`src/rtl/shreg_deser.sv`:
```
// Serial-to-parallel receiver: rebuilds WIDTH-bit words from a valid-qualified bit stream
// and holds each word in a one-entry valid/ready register. Optional parity: SHREG_DESER_PARITY_CHK_EN.
module shreg_deser #(
  parameter int WIDTH = 4
) (
  input  logic             clk,
  input  logic             clr,
  input  logic             ser_in,
  input  logic             ser_valid,
  input  logic             dir,
  input  logic             abort,
  output logic [WIDTH-1:0] data_out,
  output logic             out_valid,
  input  logic             out_ready,
  output logic             overrun,
  output logic             parity_err
);

`ifdef SHREG_DESER_PARITY_CHK_EN
  localparam int FRAME = WIDTH + 1;
`else
  localparam int FRAME = WIDTH;
`endif
  localparam int CW = $clog2(FRAME + 1);
  localparam logic [CW-1:0] LAST = CW'(FRAME - 1);

  logic [CW-1:0]    cnt_reg;
  logic [WIDTH-1:0] shbuf_reg;
  logic             dir_l_reg;

  logic             dir_eff;
  logic [WIDTH-1:0] shifted;
  logic             last_bit;
  logic             capture;
  logic             complete;
  logic [WIDTH-1:0] word;
  logic             perr;

`ifdef SHREG_DESER_PARITY_CHK_EN
  logic par_reg;
  logic data_bit;
`endif

  // The first bit of a word shifts with the live dir, since dir_l is only loaded on that edge.
  always_comb begin
    dir_eff  = (cnt_reg == '0) ? dir : dir_l_reg;
    shifted  = dir_eff ? {shbuf_reg[WIDTH-2:0], ser_in} : {ser_in, shbuf_reg[WIDTH-1:1]};
    last_bit = (cnt_reg == LAST);
    capture  = ser_valid && !abort;
    complete = capture && last_bit;
`ifdef SHREG_DESER_PARITY_CHK_EN
    data_bit = (cnt_reg < CW'(WIDTH));
    word     = shbuf_reg;
    perr     = par_reg ^ ser_in;
`else
    word     = shifted;
    perr     = 1'b0;
`endif
  end

  always_ff @(posedge clk or posedge clr) begin
    if (clr) begin
      cnt_reg    <= '0;
      shbuf_reg  <= '0;
      dir_l_reg  <= 1'b0;
      data_out   <= '0;
      out_valid  <= 1'b0;
      overrun    <= 1'b0;
      parity_err <= 1'b0;
`ifdef SHREG_DESER_PARITY_CHK_EN
      par_reg    <= 1'b0;
`endif
    end else begin
      overrun    <= 1'b0;
      parity_err <= 1'b0;

      if (abort) begin
        cnt_reg   <= '0;
        shbuf_reg <= '0;
`ifdef SHREG_DESER_PARITY_CHK_EN
        par_reg   <= 1'b0;
`endif
      end else if (ser_valid) begin
        if (cnt_reg == '0)
          dir_l_reg <= dir;
        if (last_bit) begin
          cnt_reg   <= '0;
          shbuf_reg <= '0;
`ifdef SHREG_DESER_PARITY_CHK_EN
          par_reg   <= 1'b0;
`endif
        end else begin
          cnt_reg <= cnt_reg + 1'b1;
`ifdef SHREG_DESER_PARITY_CHK_EN
          if (data_bit) begin
            shbuf_reg <= shifted;
            par_reg   <= par_reg ^ ser_in;
          end
`else
          shbuf_reg <= shifted;
`endif
        end
      end

      // A completing word wins the register if it is empty or being drained this edge.
      if (complete) begin
        if (!out_valid || out_ready) begin
          data_out   <= word;
          out_valid  <= 1'b1;
          parity_err <= perr;
        end else begin
          overrun <= 1'b1;
        end
      end else if (out_valid && out_ready) begin
        out_valid <= 1'b0;
      end
    end
  end

endmodule

```
`config.mk`:
```
export PLATFORM = sky130hd
export DESIGN_NAME = shreg_deser
export DESIGN_NICKNAME = d
export VERILOG_FILES = /design/src/rtl/shreg_deser.sv
export SDC_FILE = /design/constraint.sdc
export NUM_CORES = 1
export LEC_CHECK = 0
export ABC_CLOCK_PERIOD_IN_PS = 1600
export CAP_MARGIN = 20
export CELL_PAD_IN_SITES_DETAIL_PLACEMENT = 1
export CELL_PAD_IN_SITES_GLOBAL_PLACEMENT = 1
export CORE_ASPECT_RATIO = 1.1
export CORE_UTILIZATION = 33
export DETAILED_ROUTE_END_ITERATION = 12
export GPL_TIMING_DRIVEN = 0
export PLACE_DENSITY_LB_ADDON = 0.1
export SLEW_MARGIN = 15
export SYNTH_ARGS = -nofsm -noshare
export SYNTH_HDL_FRONTEND = slang
export SYNTH_SLANG_ARGS = --single-unit
```
`constraint.sdc`:
```
create_clock -name clk -period 1.6 [get_ports clk]
set_input_delay 0.32 -clock clk [delete_from_list [all_inputs] [get_ports clk]]
set_output_delay 0.32 -clock clk [all_outputs]
set_load 0.02 [all_outputs]
```
==> flow_metrics.tcl, run 1 <==
set metrics [dict create \
    synth_top_cell_by_area "dfrtp_1" \
    gp_routability_congestion 0.7021 \
    slew_violations 0 \
    synth_edf_count 0 \
    cap_viol_max_count 0 \
    power_density_nw_per_um2 865.9 \
    cts_inserted_buffers 3 \
    synthTopCellsByArea "dfrtp_1, mux2i_1, o32ai_1, inv_1, ha_1" \
    outcome "complete, but fails checks" \
    seq_area_frac_synth 0.5243 \
    start_util 0.3628 \
    grt-ovfl-total 0 \
    syn_area_per_cell_um2 10.61 \
    io-pin-count 14 \
    hold_class "primary input to register" \
    synth_top_area_share 0.5243 \
    grt_max_degree 15 \
    intPower_uw 596.7 \
    worstSetupPathType "register to register" \
    synth-seq-cells 14 \
    postRouteAntennaNets 0 \
    peakVddDrop_mv 0.3455 \
    cellLeakagePower_nw 0.4559 \
    r2r-start "cnt_reg[0]" \
    wl_met3_um 55 \
    die_x_um 44.90 \
    finalSetupViolCount 8 \
    cts_tree "done" \
    fmax_mhz 590.6 \
    finalNetCount 93 \
    synth_warnings 0 \
    clock_power_share 0.319 \
    syn_area_um2 668.1 \
    stdcell_area_um2 929.6 \
    diodes 0 \
    fp.dieH_um 49.19 \
    path_clk_slew_ns 0.09 \
    rsz0062_at_grt "yes" \
    end_kind "register" \
    remaining_drc_errors 0 \
    htree_levels 1 \
    finalHoldViolations 0 \
    routed.top_layer "met4" \
    synth_nets 72 \
    async_flop_share 1.000 \
    worstHoldStart "abort" \
    cts_buffer_depth 2 \
    cts_sinks 14 \
    grt_pass1_vias 496 \
    route.final.wire_length_mm 1.437 \
    drt_iter0_drc 7 \
    synth_ff_type "dfrtp_1" \
    cp-startpoint "cnt_reg[0]" \
    io_buffers 11 \
    clkLatencyLatePin_ns 0.28 \
    worstPathRequired_ns 1.76 \
    antenna_found_initial 0 \
    drive_above_1_share 0.2771 \
    track_usage 0.1534 \
    fp.dieArea_um2 2209 \
    vias 505 \
    grt_pass1_wl_mm 2.380 \
    cp_data_arrival_time_ns 1.85 \
    vias_per_cell 4.591 \
    timing.final.crit_share 1.058 \
    coreArea_um2 1842 \
    crit_path_start_kind "register" \
    p_switching_uw 208.2 \
    setup_ws_ns -0.09308 \
    synthCells 63 \
    yosysMostFrequentCell "dfrtp_1" \
    wl_per_cell_um 13.06 \
    drt-pass1-iter-count 3 \
    cts_root_buffer "clkbuf_4" \
    total_power_uw 804.9 \
    synth.distinct_cells 21 \
    combPwrFrac 0.199 \
    met1_length_um 659 \
    areaGrowthSynthToFinish_pct 39.14 \
    dp_hpwl_um 963.1 \
    worst_slew_pin_slew_ns 0.5447 \
    relSlewSlack 0.6365 \
    violations "setup timing" \
    hold_buffers 0 \
    wl_met2_um 707 \
    postPlaceCellArea_um2 812.0 \
    fin_skew_ns 0.008709 \
    swShare 0.2586 \
    crit_fanout 4 \
    rows 16 \
    finalCriticalPeriod_ns 1.693 \
    pwr-share-seq 0.482 \
    synthTopCellsByCount "dfrtp_1, inv_1, nand2_1" \
]
==> logic make-up after synthesis <==
group	Yosys count	share of synthesized area
AND/OR/NAND/NOR	18	0.1330
adder cells (fa/ha/maj)	2	0.03745
multiplexers	7	0.1273
AO/OA/AOI/OAI	10	0.1011
buffers and inverters	11	0.07117
flip-flops	14	0.5244
other	1	0.005613
==> final cells by class <==
cell class	instances	area, um^2
fillers	215	912.1
flip-flops and latches	14	350.3
multi-input cells	38	306.5
repair buffers	16	155.1
clock buffers	4	36.28
well taps	27	33.78
inverters	8	30.03
plain buffers	3	17.52
==> final timing paths <==
check / cells after the start / end / slack [ns]
setup / recovery: 6 / shbuf_reg[1] / -0.09
hold reg to reg: 2 / data_out[0] / 0.49
min in group asynchronous: 2 / data_out[1] / 0.39
setup reg to reg: 6 / shbuf_reg[1] / -0.09
hold / removal: 2 / cnt_reg[0] / 0.32
max in group asynchronous: 2 / dir_l_reg / 0.84
==> critical path, stage by stage, from the launching register on <==
cell     delay [ns]
dfrtp_1        0.40
inv_2          0.08
ha_4           0.13
nor2b_4        0.18
mux2i_4        0.36
mux2i_2        0.32
o32ai_2        0.11
==> per-stage QoR <==
step                        util  TNS, ns  worst slack [ns]  instances  hold WS, ns
after global placement    0.4409  -0.8646           -0.1294        101       0.4653
after CTS                 0.4925  -0.2395          -0.07414        108       0.3165
after floorplan                -        0           0.05461         63       0.2092
after detailed placement  0.4409   -1.062           -0.1539        101       0.4751
after global routing      0.5048   -1.082           -0.1623        110       0.3217
final                     0.5048  -0.4760          -0.09308        110       0.3218
==> power groups by stage <==
stage / Combinational (mW) / Sequential (mW) / Clock (mW)
after detailed placement: 0.132 / 0.395 / 0
after floorplan: 0.0793 / 0.402 / 0
after CTS: 0.155 / 0.388 / 0.266
final: 0.160 / 0.388 / 0.257
after global routing: 0.175 / 0.391 / 0.287
after global placement: 0.129 / 0.394 / 0
==> what timing repair did <==
item	4_1_cts	5_1_grt
endpoints found under the setup margin	8	11
buffers inserted	3	2
gates resized for setup	9	3
pin swaps	5	1
hold endpoints to repair	0	0
==> layout by cell type (no fill, tap or decap), types with 2 or more instances in the layout <==
cell type        Yosys  final
dfrtp_1             14     14
clkdlybuf4s50_1      0      8
inv_1                8      6
nand2_1              6      6
buf_4                1      6
o21ai_1              4      4
mux2i_2              0      3
nand2b_1             3      3
o32ai_1              4      3
nor2_1               3      3
nand3_1              3      3
clkbuf_4             0      3
dlymetal6s2s_1       0      3
buf_2                2      2
inv_2                0      2
==> per-layer routing <==
metal	track usage	up-vias
met5	0	-
met4	0.06061	0
met3	0.02593	2
met2	0.2402	8
met1	0.2076	243
li1	-	252
No activity file was read; power rests on OpenSTA's default activity.
==> run 2: changes to the inputs <==
--- a/config.mk
+++ b/config.mk
@@ -5,12 +5,13 @@
 export SDC_FILE = /design/constraint.sdc
 export NUM_CORES = 1
 export LEC_CHECK = 0
-export ABC_CLOCK_PERIOD_IN_PS = 1600
+export ABC_CLOCK_PERIOD_IN_PS = 2000
 export CAP_MARGIN = 20
 export CELL_PAD_IN_SITES_DETAIL_PLACEMENT = 1
 export CELL_PAD_IN_SITES_GLOBAL_PLACEMENT = 1
 export CORE_ASPECT_RATIO = 1.1
-export CORE_UTILIZATION = 33
+export CORE_MARGIN = 2
+export CORE_UTILIZATION = 40
 export DETAILED_ROUTE_END_ITERATION = 12
 export GPL_TIMING_DRIVEN = 0
 export PLACE_DENSITY_LB_ADDON = 0.1
==> constraint.sdc (replaced) <==
create_clock -name clk -period 2 [get_ports clk]
set_input_delay 0.4 -clock clk [delete_from_list [all_inputs] [get_ports clk]]
set_output_delay 0.4 -clock clk [all_outputs]
set_load 0.02 [all_outputs]
==> flow_metrics.tcl, run 2 (same netlist as run 1, synthesis figures left out) <==
set metrics [dict create \
    drt_iter0_drc 2 \
    finalSetupViolCount 0 \
    rsz0062_at_grt "no" \
    route.final.wire_length_mm 1.253 \
    fmax_mhz 575.5 \
    cp_data_arrival_time_ns 1.90 \
    clkLatencyLatePin_ns 0.28 \
    worst_slew_pin_slew_ns 0.5393 \
    hold_class "primary input to register" \
    rows 15 \
    outcome "complete, no violations" \
    htree_levels 1 \
    cellLeakagePower_nw 0.3750 \
    finalHoldViolations 0 \
    cts_buffer_depth 2 \
    timing.final.crit_share 0.8688 \
    power_density_nw_per_um2 743.9 \
    hold_buffers 0 \
    grt_pass1_wl_mm 2.111 \
    worstPathRequired_ns 2.16 \
    finalNetCount 88 \
    cts_root_buffer "clkbuf_4" \
    fp.dieArea_um2 2014 \
    finalCriticalPeriod_ns 1.738 \
    cts_tree "done" \
    layout_commonest_cell "dfrtp_1" \
    fp.dieH_um 46.87 \
    cts_resized 0 \
    drive_above_1_share 0.1410 \
    coreArea_um2 1577 \
    end_kind "register" \
    worstSetupPathType "register to register" \
    start_util 0.4238 \
    io-pin-count 14 \
    grt_max_degree 15 \
    setup_tns_ns 0 \
    slew_violations 0 \
    mostFrequentLayoutCells "dfrtp_1, clkdlybuf4s50_1, inv_1" \
    die_x_um 42.97 \
    postRouteAntennaNets 0 \
    antenna_found_initial 0 \
    relSlewSlack 0.6400 \
    drt-pass1-iter-count 4 \
    nFillCells 178 \
    cap_viol_max_count 0 \
    track_usage 0.1481 \
    finish.utilization 0.5302 \
    peakVddDrop_mv 0.3560 \
    wl_per_cell_um 13.19 \
    diodes 0 \
    areaGrowthSynthToFinish_pct 25.09 \
    fin_skew_ns 0.001469 \
    grt_pass1_vias 472 \
    cts_inserted_buffers 3 \
    crit_path_start_kind "register" \
    cts_setup_buffers 0 \
    gp_routability_congestion 0.7091 \
    dp_hpwl_um 953.9 \
    vias 473 \
    cts_sinks 14 \
    vias_per_cell 4.979 \
    io_buffers 11 \
    remaining_drc_errors 0 \
    path_clk_slew_ns 0.09 \
    crit_fanout 4 \
    grt-ovfl-total 0 \
]
-- run 2: changes by cell type in the layout (fill, tap and decap cells not counted), sizes merged --
cell,previous run,this run
buf,8,3
clkdlybuf4s50,8,11
dlymetal6s2s,3,0
-- run 2: final timing paths --
path                                   from           end  slack, ns  cells after the start
min in group asynchronous               clr    cnt_reg[1]       0.45                      2
max in group asynchronous               clr     dir_l_reg       1.19                      2
worst min register to register  data_out[3]   data_out[3]       0.49                      2
worst max-delay path             cnt_reg[0]  shbuf_reg[3]       0.26                      6
worst min-delay path                  abort    cnt_reg[0]       0.37                      2
worst max register to register   cnt_reg[0]  shbuf_reg[3]       0.26                      6
-- run 2: cell type report --
class                      count  area (um^2)  share of cell area
tap                           17        21.27             0.02545
clock buffer                   4        36.28             0.04341
multi-input combinational     38        270.3              0.3234
buffer                         3        17.52             0.02096
sequential                    14        350.3              0.4192
inverter                       8        30.03             0.03593
timing repair buffer          11        110.1              0.1317
-- run 2: layer usage --
| metal | up-vias | share of wire | track usage |
|---|---|---|---|
| met5 | - | 0 | 0 |
| met4 | 0 | 0.0048 | 0.07273 |
| met3 | 2 | 0.045 | 0.03462 |
| met2 | 10 | 0.45 | 0.2242 |
| met1 | 217 | 0.50 | 0.2029 |
| li1 | 244 | - | - |
-- run 2: report_power, final --
part	internal [mW]	leakage, nW	switching [mW]	total [mW]
sequential	0.299	0.191	0.0110	0.310
combinational	0.0518	0.163	0.0512	0.103
clock	0.111	0.0210	0.0979	0.209
-- run 2: through the flow --
step	area (um^2)	worst slack [ns]	hold slack, ns	total power, mW	instances
after floorplan	668.1	0.4546	0.2892	0.3849	63
after global placement	799.5	0.2090	0.4652	0.4180	91
after detailed placement	799.5	0.1855	0.4787	0.4204	91
after CTS	835.8	0.2392	0.3648	0.6343	95
after global routing	835.8	0.1701	0.3780	0.6559	95
final	835.8	0.2624	0.3747	0.6218	95
-- run 2: critical path: stages (launching register included) --
cell	delay [ns]
dfrtp_1	0.39
inv_1	0.08
ha_1	0.16
nor2b_2	0.20
mux2i_4	0.33
mux2i_1	0.31
o32ai_1	0.13
